[src/rtl/loc_walker_pkg.sv]
// rtl/loc_walker_pkg.sv - shared direction codes, walker states and direction helpers
package loc_walker_pkg;

  typedef logic [1:0] dir_t;

  localparam dir_t DIR_YDEC = 2'b00;
  localparam dir_t DIR_XINC = 2'b01;
  localparam dir_t DIR_XDEC = 2'b10;
  localparam dir_t DIR_YINC = 2'b11;

  typedef enum logic [1:0] {
    ST_IDLE = 2'd0,
    ST_RUN  = 2'd1,
    ST_DONE = 2'd2
  } state_t;

  // The encoding is chosen so that the opposite move is the bitwise complement.
  function automatic dir_t inv_dir(input dir_t d);
    return ~d;
  endfunction

endpackage

[src/rtl/loc_walker_if.sv]
// rtl/loc_walker_if.sv - request/status bundle between a walker controller and loc_walker
interface loc_walker_if #(
  parameter int COORD_W     = 4,
  parameter int STACK_DEPTH = 16
);
  localparam int LOC_W   = 2 * COORD_W;
  localparam int DEPTH_W = $clog2(STACK_DEPTH + 1);

  logic               start;
  logic [LOC_W-1:0]   start_loc;
  logic [LOC_W-1:0]   goal_loc;
  logic               step_valid;
  logic [1:0]         step_dir;
  logic               undo_valid;
  logic               step_ready;
  logic [LOC_W-1:0]   cur_loc;
  logic               at_edge;
  logic               blocked;
  logic               goal_reached;
  logic [DEPTH_W-1:0] depth;

  modport master (
    output start, start_loc, goal_loc, step_valid, step_dir, undo_valid,
    input  step_ready, cur_loc, at_edge, blocked, goal_reached, depth
  );

  modport slave (
    input  start, start_loc, goal_loc, step_valid, step_dir, undo_valid,
    output step_ready, cur_loc, at_edge, blocked, goal_reached, depth
  );

endinterface

[src/rtl/dir_stack.sv]
// rtl/dir_stack.sv - LIFO of accepted move directions used for undo
module dir_stack
  import loc_walker_pkg::*;
#(
  parameter int DEPTH = 16,
  parameter int CNT_W = $clog2(DEPTH + 1)
) (
  input  logic             clk,
  input  logic             rst,
  input  logic             clear,
  input  logic             push,
  input  logic             pop,
  input  dir_t             din,
  output dir_t             top,
  output logic             full,
  output logic             empty,
  output logic [CNT_W-1:0] count
);

  localparam int IDX_W = (DEPTH > 1) ? $clog2(DEPTH) : 1;
  localparam logic [CNT_W-1:0] DEPTH_C = CNT_W'(DEPTH);
  localparam logic [CNT_W-1:0] ONE_C   = CNT_W'(1);

  dir_t             mem [DEPTH];
  logic [IDX_W-1:0] wr_idx;
  logic [IDX_W-1:0] top_idx;
  logic             do_push;
  logic             do_pop;

  assign full    = (count == DEPTH_C);
  assign empty   = (count == '0);
  assign do_push = push && !full && !clear;
  assign do_pop  = pop && !empty && !clear;
  assign wr_idx  = IDX_W'(count);
  assign top_idx = IDX_W'(count - ONE_C);
  assign top     = mem[top_idx];

  always_ff @(posedge clk or posedge rst) begin
    if (rst) begin
      count <= '0;
    end else if (clear) begin
      count <= '0;
    end else if (do_push) begin
      count <= count + ONE_C;
    end else if (do_pop) begin
      count <= count - ONE_C;
    end
  end

  // Entries above count are stale by construction, so storage needs no reset.
  always_ff @(posedge clk) begin
    if (do_push) begin
      mem[wr_idx] <= din;
    end
  end

endmodule

[src/rtl/loc_walker.sv]
// rtl/loc_walker.sv - grid walker with edge checking, undo history and goal detection
module loc_walker
  import loc_walker_pkg::*;
#(
  parameter int COORD_W     = 4,
  parameter int STACK_DEPTH = 16,
  parameter int WRAP        = 0
) (
  input  logic         clk,
  input  logic         rst,
  loc_walker_if.slave  bus
);

  localparam int LOC_W   = 2 * COORD_W;
  localparam int DEPTH_W = $clog2(STACK_DEPTH + 1);
  localparam logic [COORD_W-1:0] MAX_C = '1;
  localparam logic [COORD_W-1:0] ONE_C = COORD_W'(1);

  state_t             state;
  state_t             state_nx;
  logic [LOC_W-1:0]   cur_loc;
  logic [LOC_W-1:0]   loc_nx;
  logic               blocked;
  logic               blocked_nx;
  logic [COORD_W-1:0] cur_x;
  logic [COORD_W-1:0] cur_y;
  logic               at_edge;
  logic               step_ready;
  logic               do_step;
  logic               do_undo;
  logic               step_ok;
  logic               undo_ok;
  dir_t               top_dir;
  logic               stk_full;
  logic               stk_empty;
  logic [DEPTH_W-1:0] stk_count;

  // Each axis wraps within COORD_W bits; legality is decided by at_edge, not carry.
  function automatic logic [LOC_W-1:0] move(input logic [LOC_W-1:0] loc, input dir_t d);
    logic [COORD_W-1:0] x;
    logic [COORD_W-1:0] y;
    x = loc[LOC_W-1:COORD_W];
    y = loc[COORD_W-1:0];
    case (d)
      DIR_YDEC: y = y - ONE_C;
      DIR_XINC: x = x + ONE_C;
      DIR_XDEC: x = x - ONE_C;
      default:  y = y + ONE_C;
    endcase
    return {x, y};
  endfunction

  assign cur_x = cur_loc[LOC_W-1:COORD_W];
  assign cur_y = cur_loc[COORD_W-1:0];

  always_comb begin
    at_edge = 1'b0;
    case (bus.step_dir)
      DIR_YDEC: at_edge = (cur_y == '0);
      DIR_XINC: at_edge = (cur_x == MAX_C);
      DIR_XDEC: at_edge = (cur_x == '0);
      default:  at_edge = (cur_y == MAX_C);
    endcase
  end

  assign step_ready = (state == ST_RUN) && !bus.start;
  assign do_undo    = bus.undo_valid && step_ready;
  assign undo_ok    = do_undo && !stk_empty;
  assign do_step    = bus.step_valid && step_ready && !bus.undo_valid;
  assign step_ok    = do_step && !stk_full && ((WRAP != 0) || !at_edge);

  always_comb begin
    state_nx   = state;
    loc_nx     = cur_loc;
    blocked_nx = (do_undo && stk_empty) || (do_step && !step_ok);
    if (bus.start) begin
      state_nx = ST_RUN;
      loc_nx   = bus.start_loc;
    end else begin
      if (undo_ok) begin
        loc_nx = move(cur_loc, inv_dir(top_dir));
      end else if (step_ok) begin
        loc_nx = move(cur_loc, bus.step_dir);
      end
      // Goal compares the registered location, so arrival is seen one edge later.
      if ((state == ST_RUN) && (cur_loc == bus.goal_loc)) begin
        state_nx = ST_DONE;
      end
    end
  end

  always_ff @(posedge clk or posedge rst) begin
    if (rst) begin
      state   <= ST_IDLE;
      cur_loc <= '0;
      blocked <= 1'b0;
    end else begin
      state   <= state_nx;
      cur_loc <= loc_nx;
      blocked <= blocked_nx;
    end
  end

  dir_stack #(
    .DEPTH (STACK_DEPTH),
    .CNT_W (DEPTH_W)
  ) u_dir_stack (
    .clk   (clk),
    .rst   (rst),
    .clear (bus.start),
    .push  (step_ok),
    .pop   (undo_ok),
    .din   (bus.step_dir),
    .top   (top_dir),
    .full  (stk_full),
    .empty (stk_empty),
    .count (stk_count)
  );

  assign bus.step_ready   = step_ready;
  assign bus.cur_loc      = cur_loc;
  assign bus.at_edge      = at_edge;
  assign bus.blocked      = blocked;
  assign bus.goal_reached = (state == ST_DONE);
  assign bus.depth        = stk_count;

endmodule

[src/flat_wrapper.sv]
// flat-port wrapper written by rule: the top's interface ports become plain ports
module loc_walker_flat import loc_walker_pkg::*;
#(
  parameter int COORD_W     = 4,
  parameter int STACK_DEPTH = 16,
  parameter int WRAP        = 0
)
  (clk, rst, bus_start, bus_start_loc, bus_goal_loc, bus_step_valid, bus_step_dir, bus_undo_valid, bus_step_ready, bus_cur_loc, bus_at_edge, bus_blocked, bus_goal_reached, bus_depth);
  loc_walker_if #(.COORD_W(COORD_W), .STACK_DEPTH(STACK_DEPTH)) bus_i ();
  input  logic clk;
  input  logic rst;
  input wire logic [$bits(bus_i.start)-1:0] bus_start;
  input wire logic [$bits(bus_i.start_loc)-1:0] bus_start_loc;
  input wire logic [$bits(bus_i.goal_loc)-1:0] bus_goal_loc;
  input wire logic [$bits(bus_i.step_valid)-1:0] bus_step_valid;
  input wire logic [$bits(bus_i.step_dir)-1:0] bus_step_dir;
  input wire logic [$bits(bus_i.undo_valid)-1:0] bus_undo_valid;
  output wire logic [$bits(bus_i.step_ready)-1:0] bus_step_ready;
  output wire logic [$bits(bus_i.cur_loc)-1:0] bus_cur_loc;
  output wire logic [$bits(bus_i.at_edge)-1:0] bus_at_edge;
  output wire logic [$bits(bus_i.blocked)-1:0] bus_blocked;
  output wire logic [$bits(bus_i.goal_reached)-1:0] bus_goal_reached;
  output wire logic [$bits(bus_i.depth)-1:0] bus_depth;
  assign bus_i.start = bus_start;
  assign bus_i.start_loc = bus_start_loc;
  assign bus_i.goal_loc = bus_goal_loc;
  assign bus_i.step_valid = bus_step_valid;
  assign bus_i.step_dir = bus_step_dir;
  assign bus_i.undo_valid = bus_undo_valid;
  assign bus_step_ready = bus_i.step_ready;
  assign bus_cur_loc = bus_i.cur_loc;
  assign bus_at_edge = bus_i.at_edge;
  assign bus_blocked = bus_i.blocked;
  assign bus_goal_reached = bus_i.goal_reached;
  assign bus_depth = bus_i.depth;
  loc_walker #(.COORD_W(COORD_W), .STACK_DEPTH(STACK_DEPTH), .WRAP(WRAP)) u_core (.clk(clk), .rst(rst), .bus(bus_i));
endmodule
[config.mk]
export PLATFORM = sky130hd
export DESIGN_NAME = loc_walker_flat
export DESIGN_NICKNAME = d
export VERILOG_FILES = /design/src/rtl/loc_walker_pkg.sv /design/src/rtl/loc_walker_if.sv /design/src/rtl/dir_stack.sv /design/src/rtl/loc_walker.sv /design/src/flat_wrapper.sv
export SDC_FILE = /design/constraint.sdc
export NUM_CORES = 1
export LEC_CHECK = 0
export CORE_MARGIN = 5
export CORE_UTILIZATION = 56
export CTS_BUF_LIST = sky130_fd_sc_hd__clkbuf_8
export DETAILED_ROUTE_END_ITERATION = 10
export GPL_ROUTABILITY_DRIVEN = 0
export HOLD_SLACK_MARGIN = 0.03
export PLACE_DENSITY = 0.82
export SLEW_MARGIN = 20
export SYNTH_ARGS = -nofsm -noshare
export SYNTH_HDL_FRONTEND = slang
export SYNTH_SLANG_ARGS = --single-unit
[constraint.sdc]
create_clock -name clk -period 5.2 [get_ports clk]
set_clock_uncertainty 0.15 [all_clocks]
set_input_delay 1.3 -clock clk [delete_from_list [all_inputs] [get_ports clk]]
set_output_delay 1.3 -clock clk [all_outputs]
set_load 0.1 [all_outputs]
==> qor.csv <==
stage;metric;value;unit
finish;layout cells sized above 1;0.113;
floorplan;row count;25;
cts;Hold Buf Count CTS;0;
route;DR top layer;met4;
cts;H-tree levels;2;
route;Initial DRC Count;168;
finish;Register Area;1360;um2
cts;post-cts resize count;0;
cts;root buf cell;clkbuf_8;
sta;Fin Setup TNS;0;ps
worst_hold_path;Min-Delay Path Class;reg2reg;
critical_path;critical path data required time;3750;ps
logic_synthesis;cell count after synthesis;233;
global_route;GRT Overall Usage;0.200;
floorplan;Starting Density;0.576;
pwr;NetSw;0.908;mW
sta;minimum clock period after layout;4510;ps
logic_synthesis;yosys warns;0;
finish;layout overhead on the synthesized area;21.7;%
finish;Ant. Diodes;0;
global_route;vias in the first global route;1957;
logic_synthesis;register area share after synthesis;0.501;
sta;headroom to the max-slew limit;0.340;
route;Routed WL per cell;17.2;um
global_route;pin count of the biggest net entering global routing;19;
logic_synthesis;#FFs+latches synth;48;
logic_synthesis;Synth Area per Inst;11.7;um2
critical_path;Max FO, Critical Path;6;
pwr;P per Cell Area;572;nW/um2
route;via count;1919;
route;DRC viols;0;
global_route;GRT overflow;0;
critical_path;R2R Path End;u_core.bus.cur_loc[3]$_DFFE_PP0P_;
cts;Longest Clk Path Bufs;2;
cts;CTS Buf Count;5;
logic_synthesis;Synth Cell Area;2720;um2
critical_path;Reg2Reg Depth;10;
critical_path;Setup crit end kind;output pin;
finish;nets;312;
route;first-pass detailed-route iteration total;4;
route;met2 routed WL;2860;um
sta;RSZ-0062 raised after global routing;no;
cts;Clock transition at path regs;90;ps
critical_path;CP startpoint;bus_step_dir[1];
pwr;worst vdd ir;0.000293;V
pwr;Gate power share;0.560;
cts;CTS tree;yes;
critical_path;flop2flop setup slack;1550;ps
floorplan;CORE AREA;4720;um2
pwr;Net Sw Frac;0.480;
critical_path;launching point of the worst reg2reg path;u_core.u_dir_stack.count[0]$_DFFE_PP0P_;
status;run status;finished, final reports clean;
pwr;Reg power frac;0.297;
route;drt via density;5.63;
floorplan;die area;6350;um2
pwr;Clk pwr share;0.142;
global_route;initial antenna violation count;0;
critical_path;Crit Path Category;in2out;
cts;Clock Latency Late Sink;300;ps
finish;Post-Layout Cell Count;341;
route;met3 routed WL;469;um
critical_path;CP Launch Type;primary input;
critical_path;Worst Setup EP;bus_at_edge;
logic_synthesis;post-synth net total;272;
floorplan;I/O Pins;40;
placement;HPWL after detailed placement;4350;um
route;Metal-1 WL;2450;um
floorplan;Die Y;79.7;um
floorplan;die width;79.7;um
pwr;P_int;0.984;mW
cts;CTS Sinks;48;
flow_run;max-cap violations;0;
finish;fill count;335;
sta;worst slew pin tran;987;ps
sta;fmax;222;MHz
sta;Final Hold Fails;0;
placement;placed instance count;333;
route;Post-Route WL;5860;um
cts;post-CTS setup buffer count;0;
finish;footprint of the multi-input gates;1250;um2
pwr;Leak;1.25;nW
critical_path;WP data arrival;3060;ps
sta;Fin Hold WS;397;ps
logic_synthesis;Unique masters post-synth;45;
sta;Slew Viols, Final;0;
global_route;first-pass GRT wire length;9680;um
sta;final worst path period share;0.867;
sta;# setup viols final;0;
placement;Buffers on Ports;39;
route;number of routed nets with antenna violations;0;
[placed cells by master, fill, tap and decap left out, drive strengths merged, types with 3 or more instances in the layout]
master / count
and3: 4
nor2: 31
dfrtp: 16
ha: 16
a31oi: 4
nand2: 17
nand3: 6
o21ai: 3
a21oi: 7
inv: 16
edfxtp: 32
xor2: 3
nand2b: 4
o22ai: 3
clkdlybuf4s50: 37
nand4: 4
nor3: 8
mux4: 10
buf: 6
clkbuf: 5
mux2i: 9
xnor2: 10
[registers in the layout (all words and copies together) (netlist names)]
name,cells
u_core.u_dir_stack.count,5
u_core.state,2
u_core.bus.blocked,1
u_core.bus.cur_loc,8
u_core.u_dir_stack.mem,32
[power groups by stage]
stage                     registers (mW)  logic [mW]  clock network [mW]
final                              0.563        1.06               0.269
after CTS                          0.562        1.06               0.273
after global placement             0.565        1.04                   0
after detailed placement           0.571        1.06                   0
after floorplan                    0.859       0.516                   0
after global routing               0.574        1.13               0.289
[area by class of cell]
class                   instances  area share
well taps                      67      0.0253
clock inverters                 3      0.0129
repair buffers                 43       0.133
flip-flops and latches         48       0.411
clock buffers                   5      0.0208
multi-input cells             159       0.378
inverters                      16      0.0182
[synth_stat cells, drive strengths merged]
master   instances  area, um2
nand2b           4       25.0
xor2             3       26.3
a311oi           1       15.0
nor4             1       6.26
o211ai           1       7.51
edfxtp          32        961
a311o            1       10.0
nor4bb           2       20.0
and3             4       30.0
a31oi            4       25.0
a21boi           1       7.51
nand4b           1       8.76
o21ai            3       15.0
or3b             1       11.3
o22ai            3       25.0
or3              1       6.26
a221oi           2       17.5
nor2            31        116
mux2i            9        103
o2bb2ai          1       8.76
or2              1       6.26
mux4            10        225
o22a             1       8.76
nand3            6       30.0
buf              3       20.0
inv             16       60.1
a21oi            7       35.0
dfrtp           16        400
or4b             2       23.8
nand2           17       63.8
and2             2       12.5
ha              16        200
clkbuf           7       26.3
a2bb2oi          1       8.76
xnor2           10       87.6
nor3             8       40.0
nand4            4       25.0
[critical path: stages]
cell             delay, ps
clkdlybuf4s50_1        460
inv_1                  100
ha_1                   170
nor4bb_1               340
a31oi_1                 90
and3_1                 260
inv_1                  150
buf_12                 190
[stage by stage]
stage | utilization | setup WS [ps] | area (um2) | power, mW
after detailed placement | 0.677 | 748 | 3200 | 1.63
after floorplan | - | 751 | 2720 | 1.37
after global placement | 0.677 | 824 | 3200 | 1.60
final | 0.700 | 693 | 3310 | 1.89
after CTS | 0.700 | 751 | 3310 | 1.90
after global routing | 0.700 | 603 | 3310 | 1.99
[how the worst min path moves through the flow]
stage	startpoint	to	cells after the start	slack [ps]
floorplan	u_core.state[0]$_DFFE_PP0P_	u_core.state[0]$_DFFE_PP0P_	2	330
global placement	u_core.state[0]$_DFFE_PP0P_	u_core.state[0]$_DFFE_PP0P_	2	360
detailed placement	u_core.state[0]$_DFFE_PP0P_	u_core.state[0]$_DFFE_PP0P_	2	380
CTS	u_core.state[0]$_DFFE_PP0P_	u_core.state[0]$_DFFE_PP0P_	2	400
global route	u_core.state[0]$_DFFE_PP0P_	u_core.state[0]$_DFFE_PP0P_	2	430
finish	u_core.state[0]$_DFFE_PP0P_	u_core.state[0]$_DFFE_PP0P_	2	400
[cell families (layout without fill, tap and decap cells)]
| logic type | after synthesis | after routing | synth area share |
|---|---|---|---|
| xor gates and xnor gates | 13 | 13 | 0.0419 |
| adders and majority gates | 16 | 16 | 0.0736 |
| and+or+nand+nor | 85 | 85 | 0.156 |
| muxes | 19 | 19 | 0.121 |
| DFF | 48 | 48 | 0.501 |
| AOI/OAI and AO/OA | 26 | 26 | 0.0676 |
| buffers and inverters | 26 | 67 | 0.0391 |
[per-layer routing]
| layer | GRT usage | up-vias |
|---|---|---|
| met2 | 0.325 | 83 |
| met1 | 0.267 | 911 |
| li1 | - | 916 |
| met4 | 0.0687 | 0 |
| met5 | 0 | - |
| met3 | 0.0406 | 9 |
(Power assumes the default switching activity.)
==> patch: new RTL, same flow settings <==
`COORD_W` is set to 4 in 3 places; all go to 5.
--- a/src/rtl/loc_walker_if.sv
+++ b/src/rtl/loc_walker_if.sv
@@ -1,6 +1,6 @@
 // rtl/loc_walker_if.sv - request/status bundle between a walker controller and loc_walker
 interface loc_walker_if #(
-  parameter int COORD_W     = 4,
+  parameter int COORD_W     = 5,
   parameter int STACK_DEPTH = 16
 );
   localparam int LOC_W   = 2 * COORD_W;
--- a/src/rtl/loc_walker.sv
+++ b/src/rtl/loc_walker.sv
@@ -2,7 +2,7 @@
 module loc_walker
   import loc_walker_pkg::*;
 #(
-  parameter int COORD_W     = 4,
+  parameter int COORD_W     = 5,
   parameter int STACK_DEPTH = 16,
   parameter int WRAP        = 0
 ) (
--- a/src/flat_wrapper.sv
+++ b/src/flat_wrapper.sv
@@ -1,7 +1,7 @@
 // flat-port wrapper written by rule: the top's interface ports become plain ports
 module loc_walker_flat import loc_walker_pkg::*;
 #(
-  parameter int COORD_W     = 4,
+  parameter int COORD_W     = 5,
   parameter int STACK_DEPTH = 16,
   parameter int WRAP        = 0
 )
Interface: changed (resized bus_cur_loc, bus_goal_loc and bus_start_loc); port bits go from 40 to 46. No check against the original RTL was run, so the function may have changed too.
==> patch against the unedited design <==
Sequential power is 0.9% higher. Critical path depth did not move. Total power rose by 3.0%. Register-to-register slack got worse by 0.21 ns. Area after synthesis grew 7.5%. First-iteration DRC count is 36% higher. Worst hold slack improved by 0.0020 ns. Design area is 7.6% higher. Count of clock-buffer cells in the layout unchanged. Combinational power grew 4%. Setup slack worse by 0.28 ns. Synthesized cell count is 7.3% higher. Sequential cell count grew 2. Routed wire length up 15%. Highest routed layer unchanged.
==> patch: results (changes against the unedited design) <==
metric	value	unit	change
multiplexer share of the synthesized area	12.3	%	+0.22 points
inverter count	15		-1
Seq/total area	39.6	%	-1.5 points
Worst Slack Setup Final	0.416	ns	-0.277 ns
fraction of area in multi-input gates	39.1	%	+1.3 points
slowest cell delay on critical path	0.53	ns	+0.07 ns
grt met2 use	34.1	%	+1.7 points
Yosys cell types	48		+6.7%
met3 WL	387	microns	-17%
#MultiIn Comb	173		+8.8%
met3 usage	4.99	%	+0.93 points
PortBufs	45		+15%
Hold Vio Cnt, Final	0		unchanged
multi-input logic area	1390	sq um	+11%
Finished Layout Cells	366		+7.3%
via count	2167		+13%
Total Power	0.00195	W	+3.0%
Post-DP HPWL	5.12	mm	+18%
ClkCell Share	3.27	%	-0.097 points
Max transition margin	33.1	%	-0.91 points
Avg WL per Cell	18.5	microns	+7.4%
M1 GR Usage	30.3	%	+3.6 points
dpl cells	358		+7.5%
layout cells sized above 1	10.8	%	-0.50 points
biggest registers after layout	u_core.u_dir_stack.mem: 32 flops, u_core.bus.cur_loc: 10 flops, u_core.u_dir_stack.count: 5 flops		
Clk power	0.000284	W	+6%
status	finished, final reports clean		
NumNets Final	337		+8.0%
Synth Register Bits	50		+4.2%
DR iter-0 viols	228		+36%
flop2flop setup slack	1.34	ns	-0.21 ns
vias in the first global route	2111		+7.9%
post-synth net total	292		+7.4%
All-Layer GR Usage	21.8	%	+1.8 points
Synth Area in XOR/XNOR	5.09	%	+0.90 points
Synth Instances	250		+7.3%
Seq group	0.000568	W	+0.9%
Hold Crit Class	reg2reg		
post-synthesis compound-gate area fraction	6.97	%	+0.21 points
Synth Area in Adders	6.42	%	-0.94 points
Min Hold Slack	0.399	ns	+0.00199 ns
leak pwr	1.40	nW	+12%
number of fillers in the final layout	372		+11%
met1 wire length	2.91	mm	+19%
bufs w/o clock	50		+16%
met2 wire length	3.36	mm	+17%
buffer share of cell area	13.9	%	+0.61 points
DP Area	3440	sq um	+7.7%
Post-synth top cells	edfxtp_1 (32), dfrtp_1 (18), and3_1 (17), nor2_1 (16), ha_1 (15)		
Root Buffer	clkbuf_8		
ys async rst share	36.0	%	+2.7 points
first-pass GRT wire length	10.8	mm	+12%
[patch: worst register-to-register path, stage by stage (launching register included)]
cell and delay, ns:
dfrtp_1 0.34, buf_4 0.25, inv_1 0.13, ha_1 0.60, mux4_2 0.40, mux4_2 0.54, ha_1 0.26, mux2i_4 0.23
mux2_2 0.38, or3_1 0.33, a31oi_1 0.18
[patch: worst paths after layout]
| kind | start | end | cells past startpoint |
|---|---|---|---|
| worst max-delay path | bus_step_dir[0] | bus_at_edge | 8 |
| worst min-delay path | u_core.state[0] | u_core.state[0] | 2 |
| worst max register to register | u_core.u_dir_stack.count[0] | u_core.bus.cur_loc[9] | 10 |
| worst min register to register | u_core.state[0] | u_core.state[0] | 2 |
| max in group asynchronous | rst | u_core.bus.cur_loc[6] | 2 |
| min in group asynchronous | rst | u_core.u_dir_stack.count[2] | 2 |
